**src/rtl/solution_receiver.sv**
```systemverilog
// Rebuilds the m x n solution bitmap from the framed byte stream recovered by uart_rx.
// Frame: m, n, then ceil(m*n/8) data bytes packed LSB-first; committed with a one-cycle done.
module solution_receiver #(
    parameter int MAX_ROWS       = 11,
    parameter int MAX_COLS       = 11,
    parameter int TIMEOUT_CYCLES = 10_000_000
) (
    input  logic                           clk_100mhz,
    input  logic                           rst,
    input  logic [7:0]                     byte_in,
    input  logic                           valid_in,
    output logic [MAX_ROWS*MAX_COLS-1:0]   solution,
    output logic [$clog2(MAX_ROWS)-1:0]    m,
    output logic [$clog2(MAX_COLS)-1:0]    n,
    output logic                           done,
    output logic                           error,
    output logic                           busy
);

    localparam int MW    = $clog2(MAX_ROWS);
    localparam int NW    = $clog2(MAX_COLS);
    localparam int CELLS = MAX_ROWS * MAX_COLS;
    localparam int CW    = $clog2(CELLS + 1);
    localparam int KMAX  = (CELLS + 7) / 8;
    localparam int KW    = $clog2(KMAX + 1);
    localparam int TW    = $clog2(TIMEOUT_CYCLES);

    localparam logic [7:0] MAX_ROWS_B = 8'(MAX_ROWS);
    localparam logic [7:0] MAX_COLS_B = 8'(MAX_COLS);

    localparam logic [1:0] ST_IDLE   = 2'd0;
    localparam logic [1:0] ST_GET_N  = 2'd1;
    localparam logic [1:0] ST_DATA   = 2'd2;
    localparam logic [1:0] ST_COMMIT = 2'd3;

    logic [1:0]       r_state;
    logic [TW-1:0]    r_cnt;
    logic [MW-1:0]    r_m_tmp;
    logic [NW-1:0]    r_n_tmp;
    logic [CW-1:0]    r_cells;
    logic [KW-1:0]    r_k;
    logic [KW-1:0]    r_idx;
    logic [CELLS-1:0] r_shadow;
    logic [CELLS-1:0] r_solution;
    logic [MW-1:0]    r_m;
    logic [NW-1:0]    r_n;
    logic             r_error;

    logic             w_m_ok;
    logic             w_n_ok;
    logic [CW-1:0]    w_cells;
    logic [CW:0]      w_cells_p7;
    logic [KW-1:0]    w_k;
    logic             w_timeout;
    logic             w_last;
    logic [CELLS-1:0] w_shadow_wr;

    assign w_m_ok     = (byte_in != 8'd0) && (byte_in <= MAX_ROWS_B);
    assign w_n_ok     = (byte_in != 8'd0) && (byte_in <= MAX_COLS_B);
    assign w_cells    = CW'(r_m_tmp) * CW'(byte_in[NW-1:0]);
    assign w_cells_p7 = {1'b0, w_cells} + (CW + 1)'(7);
    assign w_k        = KW'(w_cells_p7 >> 3);
    assign w_timeout  = (r_cnt == TW'(TIMEOUT_CYCLES - 1));
    assign w_last     = (r_idx == r_k - KW'(1));

    // Only cells below m*n of the current byte slot are written; padding stays 0.
    always_comb begin
        w_shadow_wr = r_shadow;
        for (int c = 0; c < CELLS; c++) begin
            if ((c / 8) == int'(r_idx) && c < int'(r_cells)) begin
                w_shadow_wr[c] = byte_in[c % 8];
            end
        end
    end

    always_ff @(posedge clk_100mhz) begin
        if (rst) begin
            r_state    <= ST_IDLE;
            r_cnt      <= '0;
            r_m_tmp    <= '0;
            r_n_tmp    <= '0;
            r_cells    <= '0;
            r_k        <= '0;
            r_idx      <= '0;
            r_shadow   <= '0;
            r_solution <= '0;
            r_m        <= '0;
            r_n        <= '0;
            r_error    <= 1'b0;
        end else begin
            r_error <= 1'b0;
            case (r_state)
                // COMMIT takes a new byte0 exactly like IDLE so back-to-back frames lose nothing.
                ST_IDLE, ST_COMMIT: begin
                    r_cnt   <= '0;
                    r_state <= ST_IDLE;
                    if (valid_in) begin
                        r_m_tmp <= byte_in[MW-1:0];
                        if (w_m_ok) begin
                            r_state <= ST_GET_N;
                        end else begin
                            r_error <= 1'b1;
                        end
                    end
                end
                ST_GET_N: begin
                    if (valid_in) begin
                        r_cnt   <= '0;
                        r_n_tmp <= byte_in[NW-1:0];
                        if (w_n_ok) begin
                            r_cells  <= w_cells;
                            r_k      <= w_k;
                            r_idx    <= '0;
                            r_shadow <= '0;
                            r_state  <= ST_DATA;
                        end else begin
                            r_error <= 1'b1;
                            r_state <= ST_IDLE;
                        end
                    end else if (w_timeout) begin
                        r_error <= 1'b1;
                        r_cnt   <= '0;
                        r_state <= ST_IDLE;
                    end else begin
                        r_cnt <= r_cnt + TW'(1);
                    end
                end
                ST_DATA: begin
                    if (valid_in) begin
                        r_cnt    <= '0;
                        r_shadow <= w_shadow_wr;
                        r_idx    <= r_idx + KW'(1);
                        if (w_last) begin
                            r_solution <= w_shadow_wr;
                            r_m        <= r_m_tmp;
                            r_n        <= r_n_tmp;
                            r_state    <= ST_COMMIT;
                        end
                    end else if (w_timeout) begin
                        r_error  <= 1'b1;
                        r_cnt    <= '0;
                        r_shadow <= '0;
                        r_state  <= ST_IDLE;
                    end else begin
                        r_cnt <= r_cnt + TW'(1);
                    end
                end
                default: r_state <= ST_IDLE;
            endcase
        end
    end

    assign solution = r_solution;
    assign m        = r_m;
    assign n        = r_n;
    assign done     = (r_state == ST_COMMIT);
    assign error    = r_error;
    assign busy     = (r_state != ST_IDLE);

endmodule

```
**config.mk**
```make
export PLATFORM = sky130hd
export DESIGN_NAME = solution_receiver
export DESIGN_NICKNAME = d
export VERILOG_FILES = /design/src/rtl/solution_receiver.sv
export SDC_FILE = /design/constraint.sdc
export NUM_CORES = 1
export LEC_CHECK = 0
export ABC_AREA = 1
export BUFFER_PORTS_ARGS = -buffer_cell sky130_fd_sc_hd__buf_4
export CAP_MARGIN = 30
export CORE_MARGIN = 2
export CORE_UTILIZATION = 40
export CTS_CLUSTER_DIAMETER = 100
export DETAILED_ROUTE_END_ITERATION = 10
export SYNTH_ARGS = -nofsm -noshare
export SYNTH_HDL_FRONTEND = slang
export SYNTH_SLANG_ARGS = --single-unit
```
**constraint.sdc**
```tcl
create_clock -name clk_100mhz -period 8 [get_ports clk_100mhz]
set_clock_uncertainty 0.2 [all_clocks]
set_input_delay 2.4 -clock clk_100mhz [delete_from_list [all_inputs] [get_ports clk_100mhz]]
set_output_delay 2.4 -clock clk_100mhz [all_outputs]
set_load 0.02 [all_outputs]
```
**Word level (Yosys, flattened, before mapping)**

Index checks and enable logic that the tools add are counted.

- Mux-type cells: 147
- Add/subtract/negate cells: 4
- Reduce and logical (&&, ||, !) cells: 135
- Eq/ne operators: 25
- $mul: 1
- Magnitude comparators: 122

Operator list:

| operator | count |
|---|---|
| $mux 121 | 4 |
| $lt 7x7->1 const A | 57 |
| $pmux 121 s2 | 1 |
| $lt 6x7->1 const A | 32 |
| $mux 1 | 128 |
| $logic_and 1x1->1 | 122 |
| $lt 5x7->1 const A | 16 |
| $lt 4x7->1 const A | 8 |
| $mux 24 | 2 |
| $pmux 24 s2 | 1 |
| $eq 5x5->1 const A | 8 |
| $lt 3x7->1 const A | 4 |
| $add 24x1->24 const B | 1 |
| $eq 24x24->1 const B | 1 |
| $eq 4x5->1 const A | 4 |
| $mux 5 | 3 |
| $lt 1x7->1 const A | 2 |
| $lt 2x7->1 const A | 2 |
| $eq 3x5->1 const A | 2 |
| $mux 2 | 5 |
| $pmux 5 s2 | 1 |
| $add 7x3->8 const B | 1 |
| $le 8x4->1 const B | 1 |
| $reduce_and 4->1 | 2 |
| 18 further kinds | 26 |

- Output and inout port bits: 132
- Word-level logic and storage cells: 446
- Register bits: 302

**Logic depth before layout (Yosys ltp)**

Gate-level depths: netlist of the first run.

- Word-level depth: 5
- Gate-level depth with buffers: 17
- Gate-level depth less buffers: 17

**Least setup slack after synthesis of the first run**

OpenSTA, ideal clock, no wires.

- Path type: input to register
- From: input byte_in[3]
- To: register r_k[3]
- Stages: 15
- Path buffers: 1
- Arrival time: 4.995 ns
- Data required time: 7.691 ns
- Setup slack: 2.695 ns
- Cells stage by stage: buf_2 > nand2_1 > fa_1 > inv_1 > fa_1 > fa_1 > nand2_1 > nor2_1 > inv_1 > nor2_1 > nand3_1 > nand2_1 > nand2_1 > nand2_1 > inv_1

- Elaborated cells on any way between the ends: 6
- Classes of those cells: add/sub (1); mul (1); order compare (1); reduce/logical (3)

RTL lines:

| element | line | source |
|---|---|---|
| from (decl) | 10 | `input logic [7:0] byte_in,` |
| $mul 4x4->7 | 60 | `assign w_cells = CW'(r_m_tmp) * CW'(byte_in[NW-1:0]);` |
| net w_cells[3] | 51 | `logic [CW-1:0] w_cells;` |
| $add 7x3->8 | 61 | `assign w_cells_p7 = {1'b0, w_cells} + (CW + 1)'(7);` |
| to (signal assigned) | 112 | `r_k <= w_k;` |
| to (decl) | 41 | `logic [KW-1:0] r_k;` |

The timed path passes the listed nets, and every way through them passes these cells.
A chain may end at the register's enable or synchronous reset.

**Final worst setup path of the first run**

Same ends and word-level chain as after synthesis.

==> results of run 1 <==
kinds of logic (layout without fill, tap and decap cells):
logic type,after synthesis,in the layout
adders and majority gates,25,25
xor gates and xnor gates,14,14
buffers and inverters,479,560
DFF,302,302
AOI/OAI and AO/OA,278,278
and+or+nand+nor,1609,1609
layout by cell type, fill, tap and decap left out, types with 6 or more instances in the layout:
master and count:
nand2_1 994, nor2_1 328, inv_1 324, dfxtp_1 302, nand3_1 206, buf_4 155
a21oi_1 111, o21ai_0 75, o21bai_1 56, clkbuf_16 37, nand4_1 30, ha_1 21
o21ai_1 20, inv_2 15, and2_1 14, nor3_1 13, o211ai_1 10, xnor2_1 9
clkbuf_8 9, nor3b_1 6
power by group through the flow:
stage | registers, mW | clock network [mW] | logic, mW
floorplan | 1.55 | 0 | 0.0845
global placement | 1.55 | 0 | 0.121
detailed placement | 1.55 | 0 | 0.125
CTS | 1.52 | 1.79 | 0.126
global route | 1.52 | 1.85 | 0.140
finish | 1.52 | 1.76 | 0.126
cell type report:
cell class	instances	area, um^2
Sequential cell	302	6050
Inverter	342	1290
Timing Repair Buffer	159	1240
Tap cell	532	666
Multi-Input combinational cell	1926	8570
Fill cell	4256	21800
Clock inverter	8	168
Clock buffer	51	1070
routing by layer:
metal / wire length (um) / part of all wire / track usage / up-vias
met5: 0 / 0 / 0 / -
met4: 1970 / 0.037 / 0.0919 / 0
met3: 3130 / 0.060 / 0.0377 / 121
met2: 23200 / 0.44 / 0.377 / 536
met1: 24200 / 0.46 / 0.330 / 7604
li1: - / - / - / 8454
registers in the layout, summed over array words and instances (netlist names):
register,count
r_state,2
r_k,5
r_m_tmp,4
solution,121
r_cnt,24
m,4
n,4
r_n_tmp,4
r_idx,5
r_shadow,121
error,1
r_cells,7
per-stage QoR:
stage               total power, mW  setup slack (ps)  cell area [um^2]  std cells
floorplan                      1.63              2700             16500       2707
global placement               1.67              2410             17700       3257
detailed placement             1.67              2420             17800       3260
CTS                            3.43              3000             19000       3319
global route                   3.51              2760             19000       3320
finish                         3.40              2970             19000       3320
worst register-to-register path, delay by kind of cell (launching register included):
kind                       cells  cell delay, ps
xor gates and xnor gates       1             130
buffers and inverters          3            1660
and+or+nand+nor                7            1160
DFF                            1             380
adders and majority gates      1             310
path summary, 6_finish.rpt:
kind | startpoint | end | slack (ps)
worst min-delay path | r_n_tmp[1] | n[1] | 260
worst max-delay path | byte_in[3] | r_k[3] | 2970
worst max register to register | r_k[0] | solution[14] | 4010
worst min register to register | r_n_tmp[1] | n[1] | 260
==> run metrics, run 1 <==
top-area cell type share of the netlist area 0.366; RSZ-0062 raised after global routing false; Post-Synth Adder-Cell Area 0.0207; CP delay by family, top adder cells; Cell Pwr Density 179 nW/um^2; share of layout cells above drive strength 1 0.0879; most frequent cells after synthesis nand2_1 (995), nor2_1 (328), inv_1 (324); XOR/XNOR share of the synthesized area 0.00742; vias in the first global route 15600; combinational family with the most area after synthesis simple AND/OR/NAND/NOR gates; post-synth top area cell dfxtp_1; P_sw 0.769 mW; Slew headroom 0.265; routability congestion estimate 0.885; CTS tree yes; # DRC 0; register bit total from synthesis ~300; Core ar. approximately 41000 um^2; Final setup viols 0; row cnt 74; Worst-Margin Slew approximately 1100 ps; DR iter-0 viols 1340; multiplexer area fraction after synthesis 0; Tmin final 5030 ps; # Post-CTS Setup Buffers 0; YS warnings 0; setup tns final 0 ps; initial antenna violation count 0; # IOs 143; clock latency on the worst-skew pair roughly 560 ps; utilization after layout 0.467; hold crit path type reg2reg; stages on the worst setup path 15; Leak Pwr about 8.4 nW; Die Span X approximately 210 um; Max-Cap Viols 0; Pins Over Slew Limit 0; Cell Chain, Critical Path buf_4 -> nand2_1 -> fa_1 -> inv_1 -> fa_1 -> fa_1 -> nand2_1 -> nor2_1 -> inv_1 -> nor2_1 -> nand3_1 -> nand2_1 -> nand2_1 -> nand2_1 -> inv_1; clock root cell clkbuf_16; CP max stage cell fa_1; Routed Antenna Nets 0; # nets final roughly 2800; part of the power in registers 0.446; Internal Power 2.63 mW; Worst EP required 8250 ps; Detailed Route WL 52500 um; Area growth syn-to-layout 15.3%; Fin. Hold Viols 0; syn avg cell area slightly above 6 um^2; post-DR wirelength/cell 15.8 um; vias roughly 17000; Worst EP arrival 5280 ps; Max Fclk approximately 200 MHz; clock power share 0.517; vias per cell between 5 and 6; Net Count, Synth between 2000 and 3000; n_diodes 0; Longest Clk Path Bufs 3; port bufs ~140; die height slightly above 200 um; Die ar. 43000 um^2; Synth Flop Type dfxtp_1; crit path capture type flop; Synth Area in Simple Gates 0.394; CTS-repair resized insts 0; sw frac 0.226; compound-cell area share of the yosys netlist 0.0957; synth top area cells dfxtp_1 (37%), nand2_1 (23%), nor2_1 (7.4%); Worst R2R Path Depth 12; Synth Cell Area ~17000 um^2; Gate Count Post-Synth 2707; GRT overflow 0; initial core utilization 0.405; period utilization 0.629; clk sinks just over 300; EDFF count, synth 0; first-pass iteration count of the detailed router 5; worst setup path category in2reg; Combinational Power Share 0.037; VDD IR max roughly 0.00012 V; global-route wire length before repair 83500 um; hold_ws 256 ps; GRT Total Usage 0.240; Buf/Inv on CP 4; post-synthesis sequential area ratio 0.366; hold path cells 2; unique cell type count in the Yosys netlist 38; most common cell in the synthesized netlist nand2_1; CTS H-tree lvls 2; startpoint types primary input; pin count of the biggest net entering global routing 93; most repeated library cell on the critical path nand2_1; Post-CTS Hold Fix Bufs 0; placed wire-length estimate around 34000 um; delay of the slowest critical-path stage 610 ps; Num CTS Buffers 36; Reg clk slew, reported paths 60 ps; peak fanout along the critical path 9; Async SR Flop Fraction 0; status completed
(Power assumes the default switching activity.)
==> run 2, diff against run 1 <==
clock period = 4.6 ns   (was 8 ns; I/O delays follow)
==> run 2 against run 1 <==
Net effect:
- the run now ends with slew limit left
- sequential cell count unchanged
- first-iteration DRC count down 4.6%
- sequential share of layout area about the same
- largest power group unchanged
- highest routed layer unchanged
==> run metrics, run 2 (same netlist as run 1, synthesis figures left out) <==
row cnt 74 (unchanged); Longest Clk Path Bufs 3 (unchanged); n_diodes 0 (unchanged); Slew headroom -0.0520 (-0.317); CTS tree yes; clk sinks 302 (unchanged); Pwr Total 5.74 mW (+69%); Hold Path End r_cnt[23]; initial core utilization 0.405 (unchanged); Worst-Margin Slew 1580 ps (+479 ps); non-filler cells, final 3329 (+0.27%); Fin. Hold Viols 0 (unchanged); pin count of the biggest net entering global routing 255 (+170%); vias 16700 (+0.030%); Worst EP required 4840 ps (-3410 ps); period utilization 0.832; CTS-repair resized insts 0 (unchanged); Reg clk slew, reported paths 60 ps (about the same); global-route wire length before repair 83500 um (about the same); RSZ-0062 raised after global routing false; CTS H-tree lvls 2 (unchanged); placed cell count 3267 (+0.21%); initial antenna violation count 0 (unchanged); Detailed Route WL 52600 um (+0.24%); routability congestion estimate 0.851 (-3.9%); Area growth syn-to-layout 15.3% (about the same); Worst EP arrival 4070 ps (-1210 ps); vias in the first global route 15900 (+1.8%); status finished, violations left; utilization after layout 0.467 (about the same); GRT Total Usage 0.239 (-0.000293); Buf/Inv on CP 4 (unchanged); most repeated library cell on the critical path nand2_1; most frequent cells in the layout nand2_1 (994), nor2_1 (327), inv_1 (324); Crit Reg-Reg Endpoint r_k[3]; Cell Chain, Critical Path buf_4 -> nand2_1 -> fa_1 -> inv_1 -> fa_1 -> fa_1 -> nand2_1 -> nor2_1 -> inv_1 -> nor2_1 -> nand3_1 -> nand2_1 -> nand2_1 -> nand2_1 -> inv_1; worst setup path category in2reg; CP max stage cell fa_1; hold crit path type reg2reg; Post-CTS Hold Fix Bufs 0 (unchanged); port bufs 142 (unchanged); FF-to-FF Start r_m_tmp[0]; Leak Pwr 8.39 nW (+0.19%); Die ar. 43000 um^2 (unchanged); commonest non-fill, non-tap cell in the layout nand2_1; # IOs 143 (unchanged); share of layout cells above drive strength 1 0.0905 (+0.00258); Max Fclk 261 MHz; VDD IR max 0.000234 V (+94%); hold_ws 261 ps (+5.56 ps); Die Span X 207 um (unchanged); Max-Cap Viols 0 (unchanged); Hold Crit Start r_cnt[23]; first-pass iteration count of the detailed router 5 (unchanged); CP delay by family, top adder cells; Cell Pwr Density 301 nW/um^2 (+69%); # DRC 0 (unchanged); Core ar. 40800 um^2 (unchanged); clock root cell clkbuf_16; setup tns final 0 ps (unchanged); crit path capture type flop; failing checks slew limit; die height 207 um (unchanged); Num CTS Buffers 36 (unchanged); # Post-CTS Setup Buffers 0 (unchanged); placed wire-length estimate 33700 um (-1.4%); clock latency on the worst-skew pair 540 ps (-20 ps); startpoint types primary input; # nets final 2809 (+0.21%); vias per cell 5.02 (-0.24%); Final setup viols 0 (unchanged); Tmin final 3830 ps; hold path cells 2 (unchanged); reg2reg setup slack 1210 ps (-2800 ps); Pins Over Slew Limit 99 (+99); peak fanout along the critical path 6 (-3); Routed Antenna Nets 0 (unchanged); DR iter-0 viols 1278 (-4.6%); post-DR wirelength/cell 15.8 um (about the same); GRT overflow 0 (unchanged); Worst R2R Path Depth 14 (+2); delay of the slowest critical-path stage 610 ps (about the same)
==> run 2: how the worst max path moves through the flow <==
stage / startpoint / end / cells after the start
2_1_floorplan: byte_in[3] / r_k[3] / 15
3_3_place_gp: byte_in[2] / r_k[3] / 15
3_5_place_dp: byte_in[2] / r_k[3] / 15
4_1_cts: byte_in[2] / r_k[3] / 15
5_1_grt: byte_in[2] / r_k[3] / 15
6_report: byte_in[2] / r_k[3] / 15
==> run 2: layout make-up <==
cell class,count,area [um^2]
Inverter,342,1290
Clock buffer,50,1030
Sequential cell,302,6050
Clock inverter,12,141
Multi-Input combinational cell,1926,8580
Tap cell,532,666
Timing Repair Buffer,165,1310
Fill cell,4280,21800
==> run 2: layer usage <==
metal  track usage  routed length (um)  up-vias
met1         0.316               23800     7629
met5             0                   0        -
met4         0.103                1940        0
met3        0.0304                3070      121
li1              -                   -     8469
met2         0.394               23800      501
==> run 2: tightest hold or removal path, cell delays in order, from the launching register on <==
cell and delay, ps:
dfxtp_1 310, nand2_1 60, a21oi_1 50
==> run 2: per-stage QoR <==
| stage | setup WS, ps | area (um^2) |
|---|---|---|
| after global routing | 566 | 19100 |
| after global placement | 223 | 17900 |
| after floorplan | 315 | 16500 |
| final | 773 | 19100 |
| after CTS | 797 | 19100 |
| after detailed placement | 218 | 17900 |
==> run 2: power by group <==
part	total (mW)	internal, mW	switching (mW)
registers	2.64	2.63	0.00787
logic	0.221	0.0653	0.155
clock network	2.89	1.74	1.15
